[src/rtl/cpu_types_pkg.sv]
// Shared CPU types: RAM handshake state, data word and arbiter state.
package cpu_types_pkg;

    typedef logic [31:0] word_t;

    typedef enum logic [1:0] {
        FREE,
        BUSY,
        ACCESS,
        ERROR
    } ramstate_t;

    typedef enum logic [1:0] {
        IDLE,
        DGRANT,
        IGRANT
    } arb_state_t;

    localparam int STREAK_W = 4;

endpackage

[src/rtl/arb_streak_counter.sv]
// Saturating count of data grants issued while an instruction fetch waits.
module arb_streak_counter
    import cpu_types_pkg::*;
#(
    parameter int MAX = 4
) (
    input  logic CLK,
    input  logic RST,
    input  logic clr,
    input  logic inc,
    output logic at_max
);

    logic [STREAK_W-1:0] cnt;

    assign at_max = (cnt >= STREAK_W'(MAX));

    always_ff @(posedge CLK) begin
        if (RST) begin
            cnt <= '0;
        end else if (clr) begin
            cnt <= '0;
        end else if (inc && !at_max) begin
            cnt <= cnt + 1'b1;
        end
    end

endmodule

[src/rtl/mem_arbiter.sv]
// Arbitrates one shared RAM port between instruction fetch and data access,
// with data priority bounded by a starvation streak limit.
module mem_arbiter
    import cpu_types_pkg::*;
#(
    parameter int DSTREAK_MAX = 4
) (
    input  logic      CLK,
    input  logic      RST,
    input  logic      iREN,
    input  word_t     iaddr,
    output logic      iwait,
    output word_t     iload,
    input  logic      dREN,
    input  logic      dWEN,
    input  word_t     daddr,
    input  word_t     dstore,
    output logic      dwait,
    output word_t     dload,
    output logic      ramREN,
    output logic      ramWEN,
    output word_t     ramaddr,
    output word_t     ramstore,
    input  word_t     ramload,
    input  ramstate_t ramstate
);

    arb_state_t state;
    arb_state_t next_state;
    arb_state_t cur;
    logic       dreq;
    logic       acc;
    logic       s_inc;
    logic       s_clr;
    logic       at_max;

    assign dreq = dREN | dWEN;
    assign acc  = (ramstate == ACCESS);
    // Reset forces the idle view of the outputs even mid-grant.
    assign cur  = RST ? IDLE : state;

    arb_streak_counter #(
        .MAX(DSTREAK_MAX)
    ) u_streak (
        .CLK   (CLK),
        .RST   (RST),
        .clr   (s_clr),
        .inc   (s_inc),
        .at_max(at_max)
    );

    always_ff @(posedge CLK) begin
        if (RST) begin
            state <= IDLE;
        end else begin
            state <= next_state;
        end
    end

    always_comb begin
        next_state = state;
        ramREN     = 1'b0;
        ramWEN     = 1'b0;
        ramaddr    = '0;
        ramstore   = '0;
        iwait      = iREN;
        dwait      = dreq;
        iload      = '0;
        dload      = '0;
        s_inc      = 1'b0;
        s_clr      = 1'b0;
        unique case (cur)
            IDLE: begin
                if (!iREN) begin
                    s_clr = 1'b1;
                end
                if (dreq && !(iREN && at_max)) begin
                    next_state = DGRANT;
                    s_inc      = iREN;
                end else if (iREN) begin
                    next_state = IGRANT;
                    s_clr      = 1'b1;
                end
            end
            DGRANT: begin
                ramREN   = dREN & ~dWEN;
                ramWEN   = dWEN;
                ramaddr  = daddr;
                ramstore = dstore;
                if (!dreq) begin
                    next_state = IDLE;
                end else if (acc) begin
                    dwait      = 1'b0;
                    dload      = ramload;
                    next_state = IDLE;
                end
            end
            IGRANT: begin
                ramREN  = iREN;
                ramaddr = iaddr;
                if (!iREN) begin
                    next_state = IDLE;
                end else if (acc) begin
                    iwait      = 1'b0;
                    iload      = ramload;
                    next_state = IDLE;
                end
            end
            default: begin
                next_state = IDLE;
            end
        endcase
    end

endmodule

[config.mk]
export PLATFORM = sky130hd
export DESIGN_NAME = mem_arbiter
export DESIGN_NICKNAME = d
export VERILOG_FILES = /design/src/rtl/cpu_types_pkg.sv /design/src/rtl/arb_streak_counter.sv /design/src/rtl/mem_arbiter.sv
export SDC_FILE = /design/constraint.sdc
export NUM_CORES = 1
export LEC_CHECK = 0
export CORE_AREA = 2 2 104 106
export DETAILED_ROUTE_END_ITERATION = 12
export DIE_AREA = 0 0 106 108
export GPL_TIMING_DRIVEN = 1
export PLACE_DENSITY_LB_ADDON = 0.25
export SLEW_MARGIN = 20
export SYNTH_ARGS = -nofsm -noshare
export SYNTH_HDL_FRONTEND = slang
export SYNTH_HIERARCHICAL = 1
export SYNTH_SLANG_ARGS = --single-unit
[constraint.sdc]
create_clock -name CLK -period 3.15 [get_ports CLK]
set_input_delay 0.63 -clock CLK [delete_from_list [all_inputs] [get_ports CLK]]
set_output_delay 0.63 -clock CLK [all_outputs]
set_load 0.01 [all_outputs]
After elaboration in Yosys (flattened, before gate mapping) --
Cells that the tools add are included.
Storage, ports and cells: word-level logic and storage cells 45, output and inout bits 132, register bits 6
Cells by class: reductions and logical operators 7, add/sub/neg operators 1, mux-type cells 27, bitwise operators 3, order comparisons 1, eq/ne operators 4
Operators by type and width (count):
- 32-bit 2-to-1 mux | 6
- 32-bit one-hot mux with 2 select lines | 1
- 1-bit 2-to-1 mux | 12
- 2-bit 2-to-1 mux | 6
- 2-bit one-hot mux with 3 select lines | 1
- 4-bit by 1-bit adder with 4-bit output (second input constant) | 1
- 2-bit equality test (second input constant) | 2
- 4-bit by 3-bit greater-or-equal comparator with 1-bit output (second input constant) | 1
- 1-bit logical AND | 3
- 3-bit inequality test (second input constant) | 1
- 2-bit by 1-bit equality test with 1-bit output (second input constant) | 1
- 1-bit zero test | 2
- 2-bit zero test | 1
- 1-bit one-hot mux with 2 select lines | 1
- 2-bit OR reduction | 1
- 1-bit bitwise AND | 1
- 1-bit NOT | 1
- 1-bit bitwise OR | 1

Longest topological paths before layout --
word-level depth 7, mapped depth 7, mapped depth without buffers 6

Hierarchy --
Netlist, hierarchy kept.
Modules (own cells, without submodules):
- mem_arbiter | cells an instance 219, area an instance 1346.3 sq um, seq. area each 40.0 sq um, times used 1
- arb_streak_counter | cells an instance 17, area an instance 187.7 sq um, seq. area each 80.1 sq um, times used 1

Worst setup path after synthesis --
No wires, ideal clock.
path kind input to output, from in RST, to out ramstore[12], data required time 2.520 ns, arrival time 1.690 ns, slack 0.830 ns, stages on the path 7, cells stage by stage nand2b_1 inv_1 ha_1 buf_2 buf_2 clkbuf_1 and2_1
Between the ends: word-level cells in the longest chain between the ends 3
Ends and longest elaborated chain:
- start, declared | RTL line mem_arbiter.sv:9 | input logic RST,
- 2-bit 2-to-1 mux | RTL line mem_arbiter.sv:40 | assign cur = RST ? IDLE : state;
- 2-bit by 1-bit equality test with 1-bit output | RTL line mem_arbiter.sv:72 | unique case (cur)
- 32-bit 2-to-1 mux | RTL line mem_arbiter.sv:72
- end, declared | RTL line mem_arbiter.sv:23 | output word_t ramstore,
No other way between the ends.

Final worst setup path --
from in ramstate[1], to out dload[5]
Between the ends: word-level cells in the longest chain between the ends 4
Ends and longest elaborated chain:
- start, declared | RTL line mem_arbiter.sv:25 | input ramstate_t ramstate
- 2-bit equality test | RTL line mem_arbiter.sv:38 | assign acc = (ramstate == ACCESS);
- 32-bit 2-to-1 mux | RTL line mem_arbiter.sv:92 | end else if (acc) begin
- 32-bit 2-to-1 mux | RTL line mem_arbiter.sv:90 | if (!dreq) begin
- 32-bit 2-to-1 mux | RTL line mem_arbiter.sv:72
- end, declared | RTL line mem_arbiter.sv:19 | output word_t dload,
No other way between the ends.

==> results by group <==
Status
  • Status: complete, no violations

Worst hold path
  • HP Class: reg -> reg

Clock network
  • Cts hold-fix bufs: 0
  • TritonCTS clock tree: done
  • Clock-pin slew on the worst setup and hold paths: about 0.040 ns
  • Sinks on Clock Net: 6
  • Number of CTS-inserted buffers: 3
  • Root buffer cell: clkbuf_8
  • PostCTS Resize Cnt: between 90 and 100
  • Postcts setup bufs: 0
  • Clk buf depth: 2
  • H-Tree Level Count: 1
  • Clock Latency Late Sink: 0.22 ns

Layout
  • P&R area growth vs syn: 190.7%
  • Post-route insts no fill: 640
  • Share of cells above drive strength 1: 7.937%
  • # diodes: 0
  • Nets: roughly 650

Detailed routing
  • Metal2 WL: about 4900 um
  • Met1 Wirelength: ~3200 um
  • Final wirelength: between 9000 and 10,000 um
  • Max layer used: met4
  • Vias/cell: around 4.2
  • DR vias: ~2,700
  • Routed Antenna Nets: 0
  • Drt drc: 0
  • Detailed-route wire length per cell: between 10 and 15 um
  • Drt pass-1 iters: 4
  • Met3 WL: just under 900 um
  • Initial drt markers: a little over 70

Die
  • Die area: about 11,000 um^2
  • Die Span Y: about 110 um
  • # IOs: between 200 and 300
  • Initial Utilization: 14.99%
  • Rows: 37
  • Chip width: about 110 um
  • Core Region: 10,230 um^2

Timing
  • Final hold vios: 0
  • Clk_skew: between 0.002 and 0.0025 ns
  • Final setup fails: 0
  • Max-slew violations: 0
  • RSZ-0062 raised after global routing: false
  • Hold slack: between 0.4 and 0.5 ns
  • Fin crit share: 94.37%
  • Post-layout min period: slightly below 3 ns
  • Rel. slew slack: around 68%
  • Slew of the pin with the lowest slew margin: approximately 0.48 ns
  • Fmax: 336.4 MHz

GRT
  • Gr ovfl total: 0
  • Vias in the first global route: 2,704
  • Global Route Usage Sum: 14.33%
  • Pin count of the biggest net entering global routing: 34
  • Initial antenna violation count: 0
  • First-pass GRT wire length: between 10,000 and 15,000 um

Critical path
  • Critical path peak fanout: 16
  • Worst Setup End Kind: primary output
  • Crit-path cells: clkdlybuf4s50_1 > nor2b_2 > and3_4 > and2_4 > clkdlybuf4s50_1
  • CP max stage cell: clkdlybuf4s50_1
  • Data arrival, critical path: ~2.3 ns
  • Crit path required time: between 2 and 3 ns
  • Startpoint Class: primary input
  • Most common cell on crit path: clkdlybuf4s50_1
  • Worst path max stage delay: ~0.52 ns
  • Critical path type: in -> out

Synth
  • Post-Syn Nets: 375
  • Post-synth top area share: 38.74%
  • Flops & latches, synth: 6
  • Post-synth EDFFs: 0
  • Yosys warnings: 6
  • Synth Flop Type: dfxtp_1
  • Most common cell in the netlist: and2_1
  • Ys async rst share: 0%
  • Synth area leader: and2_1
  • Avg Cell Area, Syn: about 6.5 um^2
  • Top cells by count, synth: and2_1, nor2_1, a22oi_1, clkbuf_1, buf_2
  • Mapped Area: around 1500 um^2
  • Synth area leaders: and2_1, a22oi_1, nor2_1, dfxtp_1, ha_1
  • Cells after Synth: around 240
  • Sequential area share after synthesis: 7.830%
  • Count of different cell masters after synthesis: 33

Placement
  • Port buffer count: ~270
  • Number of instances in the placed design: 635
  • Final Wtd Congestion: 0.7468
  • HPWL Detailed: about 7600 um

Pwr
  • Final Power: roughly 550 uW
  • Pleak: 0.002055 uW
  • Peak VDD IR: 0.07966 mV
  • Pwr dens: approximately 120 nW/um^2

Flow run
  • Max Cap Violations: 0
-- cells by family after synthesis --
group	share of synthesized area (%)
compound gates	20.07
buf+inv	8.809
fa+ha+maj	3.263
flops	7.831
simple gates	58.56
mux	1.468
-- per-layer routing --
| metal | up-vias | global-route usage [%] |
|---|---|---|
| met2 | 174 | 30.00 |
| met3 | 6 | 3.677 |
| met1 | 1189 | 14.14 |
| li1 | 1328 | - |
| met4 | 0 | 2.538 |
| met5 | - | 0 |
-- worst max-delay path: cells and delay by family --
family | cells | cell delay, ns
buf+inv | 2 | 0.97
simple gates | 3 | 0.74
-- stage by stage --
stage | setup TNS [ns] | setup slack [ns] | utilization [%] | cell area [um^2]
6_report | 0 | 0.1775 | 43.59 | 4459
5_1_grt | 0 | 0.08419 | 43.59 | 4459
4_1_cts | 0 | 0.1278 | 43.59 | 4459
3_5_place_dp | -13.48 | -0.1703 | 43.49 | 4449
3_3_place_gp | -10.81 | -0.1667 | 43.49 | 4449
2_1_floorplan | 0 | 0.8297 | - | 1534
-- path summary, 6_finish.rpt --
kind              depth (start not counted)  slack (ns)                            to                    startpoint
setup / recovery                          5        0.18                      dload[5]                   ramstate[1]
hold / removal                            2        0.48  u_streak/cnt[2]$_SDFFE_PP0P_  u_streak/cnt[2]$_SDFFE_PP0P_
setup reg to reg                          4        1.31  u_streak/cnt[1]$_SDFFE_PP0P_  u_streak/cnt[2]$_SDFFE_PP0P_
hold reg to reg                           2        0.48  u_streak/cnt[2]$_SDFFE_PP0P_  u_streak/cnt[2]$_SDFFE_PP0P_
-- flip-flops by register name (all words and copies together), names as in the netlist --
signal	count
u_streak/cnt	4
state	2
-- where the power goes --
group,switching (uW),leakage [uW],internal [uW]
logic,112,0.00198,238
registers,2.57,0.0000487,78.8
clock network,34.0,0.0000216,82.2
-- final cells by class --
cell class / instances / area, um^2
inverters: 4 / 15.01
well taps: 136 / 170.2
fillers: 1041 / 5772
multi-input cells: 204 / 1335
clock buffers: 3 / 41.29
flip-flops and latches: 6 / 120.1
repair buffers: 287 / 2778
-- placed cells by master, fill, tap and decap left out, drive strengths merged --
| master | Yosys | layout |
|---|---|---|
| nand2b | 2 | 2 |
| and3 | 2 | 3 |
| dlygate4sd2 | 0 | 81 |
| clkdlybuf4s50 | 0 | 185 |
| nand2 | 1 | 1 |
| buf | 13 | 21 |
| o41ai | 1 | 1 |
| a32oi | 1 | 1 |
| nor3b | 5 | 5 |
| dfxtp | 6 | 6 |
| nor3 | 1 | 1 |
| or3 | 1 | 1 |
| clkbuf | 10 | 3 |
| nor4 | 1 | 1 |
| mux2 | 2 | 2 |
| nand3b | 2 | 2 |
| nand3 | 1 | 1 |
| a21oi | 4 | 4 |
| ha | 4 | 4 |
| inv | 4 | 4 |
| nand4 | 1 | 1 |
| and2 | 97 | 97 |
| a22oi | 33 | 33 |
| a31oi | 1 | 1 |
| o2111ai | 1 | 1 |
| a211oi | 1 | 1 |
| nor2b | 1 | 1 |
| or2 | 2 | 2 |
| nor2 | 38 | 38 |
(Power assumes the default switching activity.)
==> variant: new RTL, same flow settings <==
`STREAK_W`: 4 -> 6.
--- a/src/rtl/cpu_types_pkg.sv
+++ b/src/rtl/cpu_types_pkg.sv
@@ -16,7 +16,7 @@
         IGRANT
     } arb_state_t;
 
-    localparam int STREAK_W = 4;
+    localparam int STREAK_W = 6;
 
 endpackage
 
Formal check against the unedited RTL: no difference found for any inputs over 10 cycles, from zero or initial values and one cycle with RST high; that may be too few to reach the edited logic, so the function may still have changed.
==> variant against the original RTL <==
- global-route usage barely moved
- power is 3.6% higher
- count of clock-buffer cells in the layout unchanged
- fmax decreased by 3.4%
- wire length up 0.90%
- final area up 3.3%
- worst setup slack worse by 100 ps
- clock skew barely moved
- sequential cell count increased by 2
- area after synthesis is 3.7% higher
- highest routed layer unchanged
==> variant: results (changes against the original RTL) <==
CTS Buf Count 3 (unchanged); CP arrival 2450 ps (was 2340 ps); hold buffers post-CTS 0 (unchanged); setup bufs post-CTS 0 (unchanged); nets 651 (was 645); largest registers u_streak/cnt (6), state (2) (was u_streak/cnt (4), state (2)); vias in the first global route 2759 (was 2704); combinational share of power 60.1% (was 64.0%); Longest Clk Path Bufs 2 (unchanged); largest net degree at the start of global routing 33 (was 34); sw frac 26.4% (was 27.1%); number of port buffers 266 (unchanged); Synth Area in XOR/XNOR 0% (unchanged); Hold Crit Class flip-flop to flip-flop (unchanged); GPL Wtd Cong 0.723 (was 0.747); Slew headroom 70.0% (was 68.2%); global-route wire length before repair 13.4 mm (was 13.2 mm); compound-cell area share of the yosys netlist 19.3% (was 20.1%); WL met3 829 um (was 880 um); Yosys warning count 6 (unchanged); Worst IR Drop VDD 0.000121 V (was 0.0000797 V); top area cells in the synthesized netlist and2_1, a22oi_1, dfxtp_1 (was and2_1, a22oi_1, nor2_1); P_leak 2.57 nW (was 2.05 nW); most frequent cells after synthesis and2_1, nor2_1, a22oi_1 (unchanged); Met1 Routed Length 3.29 mm (was 3.21 mm); dpl ws -138 ps (was -170 ps); outcome complete, no violations (unchanged); Reg clk slew, reported paths 40 ps (about the same); routed wl met2 5.02 mm (was 4.93 mm); Yosys cell types 31 (was 33); sequential share of the synthesized area 10.1% (was 7.83%); syn_nets 384 (was 375); Crit Path Max Fanout 32 (was 16); total number of vias 2748 (was 2697); layout cells sized above 1 7.07% (was 7.94%); met2 Use GR 30.0% (about the same); clock latency on the worst-skew pair 220 ps (about the same); GRT Resource Usage Total 14.3% (about the same); Starting DRT DRC Count 134 (was 71); met1 Use GR 14.9% (was 14.1%); mux cell area share after synthesis 1.26% (was 1.47%); routed len/inst 14.2 um (about the same); Async SR Flop Fraction 0% (unchanged); dpl hpwl 7.56 mm (was 7.60 mm); initial antenna violation count 1 (was 0); Seq power 0.000107 W (was 0.0000813 W); H-Tree Depth 1 (unchanged); CTS Root Cell clkbuf_8 (unchanged); total chip power 0.000567 W (was 0.000548 W); Post-Synth Adder-Cell Area 3.93% (was 3.26%); main combinational cell family by area after synthesis simple AND/OR/NAND/NOR gates (unchanged); DR pass1 iterations 4 (unchanged); max layer used met4 (unchanged); global-route met3 utilization 2.95% (was 3.68%); Post-Route Skew 1.78 ps (was 2.00 ps); Synth Flop Type dfxtp_1 (unchanged)
[variant: cell types whose count changed after synthesis, sizes merged, moves of 2 or more]
| cell | change |
|---|---|
| nor3b | -5 |
| inv | +2 |
| mux2 | -2 |
| dfxtp | +2 |
| and2 | +3 |
| nand2 | +5 |
| mux2i | +2 |
[variant: layout make-up]
| class | count | area [um2] |
|---|---|---|
| Fill cell | 1033 | 5620 |
| Timing Repair Buffer | 283 | 2860 |
| Multi-Input combinational cell | 209 | 1360 |
| Tap cell | 136 | 170 |
| Sequential cell | 8 | 160 |
| Clock buffer | 3 | 41.3 |
| Inverter | 6 | 22.5 |
| Antenna cell | 1 | 2.50 |
[variant: critical path, stage by stage]
cell and delay [ps]:
clkdlybuf4s50_1 510, nand2b_4 170, inv_2 60, ha_4 250, buf_12 160, nor2_1 100, clkdlybuf4s50_1 560
[variant: metrics by stage]
step                cell area, um2  cells
global placement              4500    639
CTS                           4520    644
global route                  4610    645
floorplan                     1590    244
detailed placement            4500    639
finish                        4610    646
[variant: path summary, 6_finish.rpt]
| path | startpoint | endpoint | slack, ps | depth (start not counted) |
|---|---|---|---|---|
| min | u_streak/cnt[3] | u_streak/cnt[3] | 480 | 1 |
| max | RST | ramaddr[19] | 70 | 7 |
| min reg2reg | u_streak/cnt[3] | u_streak/cnt[3] | 480 | 1 |
| max reg2reg | u_streak/cnt[2] | u_streak/cnt[1] | 1430 | 5 |
[variant: cell families after synthesis]
logic type	after synthesis
simple gates	158
flops	8
compound gates	42
fa+ha+maj	5
buf+inv	29
mux	2
[variant: timing repair]
action	CTS	global route
pin swaps	0	1
gates resized for setup	100	29
cloned	2	1
setup endpoints to repair	124	40
